<file path="src/rtl/ast_feed_sched.sv">
// -----------------------------------------------------------------------------
// ast_feed_sched
// Sequencing controller for a bank of parallel-loadable lane FIFOs feeding a
// systolic array. Per tile: one broadcast parallel load, then per-lane pops
// (diagonally skewed so operands arrive wavefront-aligned), one drain cycle,
// then a pointer clear with a completion pulse.
//
// Configuration macro: AST_FEED_SKEW_EN
//   defined   : lane i pops during steps t = i .. i+DEPTH-1 (diagonal skew),
//               FEED lasts DEPTH+LANES-1 cycles.
//   undefined : all lanes pop together for t = 0 .. DEPTH-1,
//               FEED lasts DEPTH cycles.
//
// Ports
//   i_clk           rising-edge clock
//   i_rst_n         asynchronous active-low reset
//   i_start         tile request, sampled only in IDLE
//   i_abort         synchronous early termination of the current tile
//   i_stall         downstream backpressure, freezes the feed
//   i_fifo_empty    per-lane empty flags
//   o_fifo_load     broadcast parallel_load strobe
//   o_fifo_pop      per-lane pop strobes
//   o_fifo_rst_ptr  broadcast pointer clear
//   o_lane_valid    lane data_out holds fresh data this cycle
//   o_busy          high in every state except IDLE
//   o_done          one-cycle pulse at tile end
//   o_err           sticky: pop issued to an empty lane
//   o_tile_count    completed tiles, wraps at 2^16
// -----------------------------------------------------------------------------
module ast_feed_sched #(
    parameter int LANES = 8,
    parameter int DEPTH = 8
) (
    input  logic             i_clk,
    input  logic             i_rst_n,
    input  logic             i_start,
    input  logic             i_abort,
    input  logic             i_stall,
    input  logic [LANES-1:0] i_fifo_empty,
    output logic             o_fifo_load,
    output logic [LANES-1:0] o_fifo_pop,
    output logic             o_fifo_rst_ptr,
    output logic [LANES-1:0] o_lane_valid,
    output logic             o_busy,
    output logic             o_done,
    output logic             o_err,
    output logic [15:0]      o_tile_count
);

    localparam int TW = $clog2(DEPTH + LANES);
`ifdef AST_FEED_SKEW_EN
    localparam int T_LAST = DEPTH + LANES - 2;
`else
    localparam int T_LAST = DEPTH - 1;
`endif
    localparam logic [TW-1:0] T_LAST_W = TW'(T_LAST);

    typedef enum logic [2:0] {
        S_IDLE  = 3'd0,
        S_LOAD  = 3'd1,
        S_FEED  = 3'd2,
        S_DRAIN = 3'd3,
        S_CLEAR = 3'd4
    } state_t;

    state_t           r_state;
    state_t           w_state_nx;
    logic [TW-1:0]    r_t;
    logic [TW-1:0]    w_t_nx;
    logic [LANES-1:0] w_pop;

    logic             r_load;
    logic             r_rst_ptr;
    logic             r_done;
    logic             r_busy;
    logic             r_err;
    logic [LANES-1:0] r_lane_valid;
    logic [15:0]      r_tile_count;

    // Pop strobes: combinational so stall/abort suppress pops in the same cycle.
    always_comb begin
        w_pop = '0;
        if ((r_state == S_FEED) && !i_stall && !i_abort) begin
            for (int i = 0; i < LANES; i++) begin
`ifdef AST_FEED_SKEW_EN
                if ((int'(r_t) >= i) && ((int'(r_t) - i) < DEPTH)) begin
                    w_pop[i] = 1'b1;
                end else begin
                    w_pop[i] = 1'b0;
                end
`else
                if (int'(r_t) < DEPTH) begin
                    w_pop[i] = 1'b1;
                end else begin
                    w_pop[i] = 1'b0;
                end
`endif
            end
        end else begin
            w_pop = '0;
        end
    end

    // Next-state and step-counter logic.
    always_comb begin
        w_state_nx = r_state;
        w_t_nx     = r_t;
        case (r_state)
            S_IDLE: begin
                if (i_start) begin
                    w_state_nx = S_LOAD;
                end else begin
                    w_state_nx = S_IDLE;
                end
            end
            S_LOAD: begin
                if (i_abort) begin
                    w_state_nx = S_CLEAR;
                end else begin
                    w_state_nx = S_FEED;
                    w_t_nx     = '0;
                end
            end
            S_FEED: begin
                if (i_abort) begin
                    w_state_nx = S_CLEAR;
                end else if (i_stall) begin
                    w_state_nx = S_FEED;
                end else if (r_t == T_LAST_W) begin
                    w_state_nx = S_DRAIN;
                end else begin
                    w_t_nx = r_t + TW'(1);
                end
            end
            S_DRAIN: begin
                // Abort and normal completion both lead to CLEAR from here.
                w_state_nx = S_CLEAR;
            end
            S_CLEAR: begin
                w_state_nx = S_IDLE;
                w_t_nx     = '0;
            end
            default: begin
                w_state_nx = S_IDLE;
                w_t_nx     = '0;
            end
        endcase
    end

    // State and step counter registers.
    always_ff @(posedge i_clk or negedge i_rst_n) begin
        if (!i_rst_n) begin
            r_state <= S_IDLE;
            r_t     <= '0;
        end else begin
            r_state <= w_state_nx;
            r_t     <= w_t_nx;
        end
    end

    // Registered strobes decoded from the next state so they align with it.
    always_ff @(posedge i_clk or negedge i_rst_n) begin
        if (!i_rst_n) begin
            r_load       <= 1'b0;
            r_rst_ptr    <= 1'b0;
            r_done       <= 1'b0;
            r_busy       <= 1'b0;
            r_lane_valid <= '0;
            r_tile_count <= 16'd0;
        end else begin
            r_load       <= (w_state_nx == S_LOAD);
            r_rst_ptr    <= (w_state_nx == S_CLEAR);
            r_done       <= (w_state_nx == S_CLEAR);
            r_busy       <= (w_state_nx != S_IDLE);
            r_lane_valid <= w_pop;
            if (w_state_nx == S_CLEAR) begin
                r_tile_count <= r_tile_count + 16'd1;
            end else begin
                r_tile_count <= r_tile_count;
            end
        end
    end

    // Sticky underflow flag, cleared when a new tile is accepted.
    always_ff @(posedge i_clk or negedge i_rst_n) begin
        if (!i_rst_n) begin
            r_err <= 1'b0;
        end else if ((r_state == S_IDLE) && i_start) begin
            r_err <= 1'b0;
        end else if (|(w_pop & i_fifo_empty)) begin
            r_err <= 1'b1;
        end else begin
            r_err <= r_err;
        end
    end

    assign o_fifo_load    = r_load;
    assign o_fifo_pop     = w_pop;
    assign o_fifo_rst_ptr = r_rst_ptr;
    assign o_lane_valid   = r_lane_valid;
    assign o_busy         = r_busy;
    assign o_done         = r_done;
    assign o_err          = r_err;
    assign o_tile_count   = r_tile_count;

endmodule

</file>
<file path="config.mk">
export PLATFORM = sky130hd
export DESIGN_NAME = ast_feed_sched
export DESIGN_NICKNAME = d
export VERILOG_FILES = /design/src/rtl/ast_feed_sched.sv
export SDC_FILE = /design/constraint.sdc
export NUM_CORES = 1
export LEC_CHECK = 0
export BUFFER_PORTS_ARGS = -buffer_cell sky130_fd_sc_hd__buf_2
export CAP_MARGIN = 20
export CORE_UTILIZATION = 30
export DETAILED_ROUTE_END_ITERATION = 6
export MAX_ROUTING_LAYER = met4
export PLACE_DENSITY = 0.56
export SYNTH_ARGS = -nofsm -noshare
export SYNTH_HDL_FRONTEND = slang
export SYNTH_SLANG_ARGS = --single-unit
</file>
<file path="constraint.sdc">
create_clock -name i_clk -period 3 [get_ports i_clk]
set_input_delay 0.3 -clock i_clk [delete_from_list [all_inputs] [get_ports i_clk]]
set_output_delay 0.3 -clock i_clk [all_outputs]
set_load 0.005 [all_outputs]
</file>
# Yosys cells after proc, flatten, opt, wreduce, memory -nomap -nowiden
# Index checks and enable logic that the tools add are counted.
[classes] n_addsub=2 magnitude_cmp=1 n_bitwise=2 n_reduce_logical=11 n_eq_ne=10 mux=15
[op_table] op="$add A16 B1 Y16 const B" count=1
[op_table] op="$mux W4" count=4
[op_table] op="$mux W3" count=4
[op_table] op="$pmux W3 S4" count=1
[op_table] op="$pmux W4 S3" count=1
[op_table] op="$and A8 B8 Y8" count=1
[op_table] op="$mux W8" count=1
[op_table] op="$ne A2 B2 Y1 const B" count=4
[op_table] op="$reduce_or A8 Y1" count=1
[op_table] op="$eq A3 B1 Y1 const B" count=2
[op_table] op="$eq A3 B2 Y1 const B" count=2
[op_table] op="$reduce_and A5 Y1" count=1
[op_table] op="$add A4 B1 Y4 const B" count=1
[op_table] op="$eq A4 B3 Y1 const B" count=1
[op_table] op="$lt A4 B4 Y1 const B" count=1
[op_table] op="$mux W1" count=4
[op_table] op="$eq A3 B3 Y1 const B" count=1
[op_table] op="$logic_and A1 B1 Y1" count=3
[op_table] op="$logic_not A3 Y1" count=1
[op_table] op="$reduce_bool A3 Y1" count=1
[op_table] op="$logic_not A1 Y1" count=2
[op_table] op="$reduce_bool A2 Y1" count=1
[op_table] op="$reduce_or A2 Y1" count=1
[op_table] op="$not A1 Y1" count=1
[totals] out_inout_bits=37 elab_cells=49 inputBits=13 ff_bits=35

# Logic depth before layout (Yosys ltp)
[depth] word_depth=8 depth_mapped=5 depth_no_buf=5

# Worst setup path before layout
# OpenSTA, ideal clock, no wires.
[synth_timing] kind="register to output" startpoint="register r_state[0]" endpoint="output port o_fifo_pop[1]" stages_incl_launch_ff=4 slack_ns=1.115 n_path_buf=1 arrival_time_ns=1.585 path_cell_list="dfrtp_1 or3b_1 nor4_2 buf_4"
[synth_via] elab_chain_cells=4
[synth_lines] item="start: declaration" line_no="66" text="state_t r_state;"
[synth_lines] item="start signal: assignment" line_no="156" text="r_state <= w_state_nx;"
[synth_lines] item="$eq A3 B2 Y1" line_no="83" text="if ((r_state == S_FEED) && !i_stall && !i_abort) begin"
[synth_lines] item="$logic_and A1 B1 Y1 (2 in series)" line_no="83"
[synth_lines] item="$mux W8" line_no="83"
[synth_lines] item="end: declaration" line_no="41" text="output logic [LANES-1:0] o_fifo_pop,"
# Every way passes these cells.

# Worst setup path after layout
[layout_timing] startpoint="register r_state[2]" endpoint="output port o_fifo_pop[6]"
# The elaborated chain is that of the path after synthesis.

==> Flow_metrics.wiki <==
{| class="wikitable"
! Metric !! Value
|-
| Iteration-0 DRC count of the detailed router || 21
|-
| Net Sw Frac || 33.19%
|-
| Remaining DRCs || 0
|-
| Post-Synthesis Net Count || 139
|-
| Starting utilization of the core area || 31.31%
|-
| Run status || finished clean
|-
| Commonest cells after routing, fill and taps aside || sky130_fd_sc_hd__buf_2, sky130_fd_sc_hd__dfrtp_1, sky130_fd_sc_hd__xnor2_1, sky130_fd_sc_hd__nand2_1, sky130_fd_sc_hd__nand3_1
|-
| Final Hold Vio Count || 0
|-
| Area added between synthesis and finish || 18.05%
|-
| Clock Tree Root || sky130_fd_sc_hd__clkbuf_8
|-
| Cell area power density || 709.0 nW/um^2
|-
| Number of distinct library cells after synthesis || 36
|-
| Maximum level of the CTS H-tree || 1
|-
| Global-route congestion overflow total || 0
|-
| Total half-perimeter wirelength after legalization and detailed placement || 1939 um
|-
| Share of total power in combinational logic || 30.3%
|-
| Overall global routing resource usage || 11.88%
|-
| Share of cells above drive strength 1 || 36.65%
|-
| Most common library cell in the layout ignoring fill and taps || sky130_fd_sc_hd__buf_2
|-
| Maximum single-stage delay on the critical path || 510 ps
|-
| Post-CTS Repair Setup Buffers || 0
|-
| Maximum number of pins on one net before global-route repair || 29
|-
| Vias in the first global route || 997
|-
| Clk pwr share || 19.6%
|-
| Crit path arrival time || 1970 ps
|-
| Setup repair after global routing missed its margin || false
|-
| Wire length of the first global-routing pass || 4574 um
|-
| Largest voltage drop on the vdd net || 0.2461 mV
|-
| Worst Path Max Fanout || 12
|-
| Resize count post-CTS || 0
|-
| Critical Setup Path Class || register to output port
|-
| Leakage || 0.8265 nW
|-
| Wirelength per Cell || 11.95 um
|-
| Maximum operating frequency || 0.4406 GHz
|-
| Cell family with most CP delay || simple AND/OR/NAND/NOR gates
|-
| Met2 Track Usage GR || 18.88%
|-
| Pin slew with the least headroom to its limit || 629.0 ps
|-
| Switching power summed over all nets || 0.0003813 W
|-
| Clock period minus final worst setup slack || 2270 ps
|-
| Final Cycle Share || 75.66%
|-
| Share of power burned in registers || 50.1%
|-
| Horizontal extent of the die || 69.64 um
|-
| Longest Clk Path Bufs || 2
|-
| Async S/R FF share, synth || 100.0%
|-
| Dominant synthesized flop cell || sky130_fd_sc_hd__dfrtp_1
|-
| Number of iterations in the first detailed-routing pass || 4
|-
| Slowest library cell on the worst path || sky130_fd_sc_hd__dfrtp_1
|-
| Inserted Clock Buffers || 3
|-
| Max-slew violation count || 0
|-
| Clock insertion delay at the later pin of the skew report || 260 ps
|-
| Syn Area/Cell || 11.07 um^2
|-
| Number of antenna-violating nets in the routed design || 0
|-
| Clock sink total || 28
|-
| Count of nets after finishing || 177
|-
| Data required time at the worst endpoint || 2700 ps
|-
| Weighted congestion reported at the end of routability-driven placement || 0.8058
|-
| Floorplan die height || 69.64 um
|-
| Sequential fraction of the synthesis area || 51.05%
|-
| Met3 layer usage reported by global route || 1.744%
|-
| Initial antenna violation count || 0
|-
| PnR Total Power || 0.001149 W
|-
| Cells after DPL || 209
|-
| Grt met1 use || 15.24%
|-
| Worst setup skew after layout || 2.369 ps
|-
| Count of warnings emitted by yosys || 0
|-
| Power Internal || 0.0007674 W
|-
| CP Buf/Inv Count || 1
|-
| Flip-flop and latch count after synthesis || 28
|-
| Type of element launching the critical path || register
|-
| Sum Neg Setup Slack || 0 ps
|-
| List of cells traversed by the critical path || or3b_1 -> nor4_2 -> buf_2
|-
| Post-Syn Area || 1373 um^2
|-
| I/O pin count || 50
|-
| Type of the worst min-delay path || input port to asynchronous set/reset pin
|-
| Busiest metal layer after global routing || met2
|-
| Count of antenna diodes in the layout || 0
|-
| Number of instances in the synthesized netlist || 124
|-
| Slew headroom || 57.71%
|-
| Finish-stage setup viols || 0
|-
| Finished Core Util || 36.96%
|-
| CTS clk-pin slew, worst paths || 90 ps
|-
| Total wire length after detailed routing || 2546 um
|-
| Clock tree from TritonCTS || built
|-
| Maximum Capacitance Violations || 0
|-
| Area of the die || 4850 um^2
|-
| Vias per cell || 4.695
|-
| Via count || 1,000
|-
| Count of buffers from port buffering || 49
|-
| Number of enable-type register cells in the synthesized netlist || 0
|-
| Placement Rows || 24
|-
| Quantity of hold-fixing buffers added after cts || 0
|-
| Post-layout instance count excluding filler cells || 213
|-
| Nature of the critical path endpoint || output port
|-
| Area inside the core boundary || 4384 um^2
|}
[synthesized netlist by cell type, types with 2 or more instances]
cell type | instances | area (um^2)
sky130_fd_sc_hd__nand2_1 | 12 | 45.04
sky130_fd_sc_hd__nor2_1 | 5 | 18.77
sky130_fd_sc_hd__nor3b_1 | 2 | 15.01
sky130_fd_sc_hd__nand3_1 | 8 | 40.04
sky130_fd_sc_hd__xnor2_1 | 13 | 113.9
sky130_fd_sc_hd__nor3_1 | 2 | 10.01
sky130_fd_sc_hd__a21oi_1 | 3 | 15.01
sky130_fd_sc_hd__o21ai_0 | 2 | 10.01
sky130_fd_sc_hd__nor4_1 | 2 | 12.51
sky130_fd_sc_hd__xor2_1 | 3 | 26.28
sky130_fd_sc_hd__dfrtp_1 | 28 | 700.7
sky130_fd_sc_hd__nand3b_1 | 2 | 15.01
sky130_fd_sc_hd__buf_4 | 15 | 112.6
sky130_fd_sc_hd__or3_1 | 2 | 12.51
sky130_fd_sc_hd__ha_1 | 2 | 25.02
sky130_fd_sc_hd__nand4_1 | 2 | 12.51
sky130_fd_sc_hd__o31ai_1 | 2 | 15.01
[metal layers]
layer	routed length, um	up-vias
met5	0	-
met4	45	0
met3	140	4
met2	1197	38
met1	1163	469
li1	-	489
[worst paths after layout]
path	start	to	slack (ps)	cells after the start
hold / removal	i_rst_n	o_tile_count[11]$_DFFE_PN0N_	40	1
setup / recovery	r_state[2]$_DFF_PN0_	o_fifo_pop[6]	730	3
max in group asynchronous	i_rst_n	o_done$_DFF_PN0_	2570	1
setup reg to reg	r_state[2]$_DFF_PN0_	o_err$_DFFE_PN0P_	1220	4
min in group i_clk	i_stall	o_lane_valid[6]$_DFF_PN0_	280	2
hold reg to reg	o_tile_count[15]$_DFFE_PN0N_	o_tile_count[15]$_DFFE_PN0N_	470	1
[logic make-up (layout without fill, tap and decap cells)]
kind of cell	Yosys count	in the layout	synth area share (%)
compound gates	9	9	4.102
xor+xnor	16	16	10.21
fa+ha+maj	3	3	2.552
buf+inv	17	54	8.842
flops	28	28	51.05
mux	1	1	0.8204
simple gates	50	50	22.43
[sequential cells by signal, indices dropped and copies added (netlist names)]
signal,cells
o_busy,1
o_done,1
r_t,4
o_err,1
o_fifo_load,1
o_tile_count,16
o_lane_valid,1
r_state,3
[layout make-up]
class / count / area [um^2]
multi-input cells: 79 / 550.5
flip-flops and latches: 28 / 700.7
repair buffers: 49 / 245.2
fillers: 458 / 2764
well taps: 52 / 65.06
inverters: 1 / 3.754
clock buffers: 4 / 55.05
[through the flow]
stage                     hold slack, ps  worst slack [ps]  area [um^2]
after floorplan                    4.409              1115         1373
after global placement             341.3              1080         1565
after detailed placement           353.4             993.5         1565
after CTS                          54.62             679.3         1620
after global routing               85.47             532.2         1620
final                              35.70             730.3         1620
[worst register-to-register path: stages (launching register included)]
cell                      delay (ps)
sky130_fd_sc_hd__dfrtp_1         510
sky130_fd_sc_hd__or3b_1          470
sky130_fd_sc_hd__nor4_2          500
sky130_fd_sc_hd__a21oi_1         130
sky130_fd_sc_hd__nor2_1          110
[power groups by stage]
stage	clock, W	combinational, W	sequential (W)
final	0.000225	0.000348	0.000575
after global routing	0.000250	0.000392	0.000595
after CTS	0.000238	0.000355	0.000576
after detailed placement	0	0.000354	0.000583
after global placement	0	0.000346	0.000574
after floorplan	0	0.000260	0.000554
(Power assumes the default switching activity.)
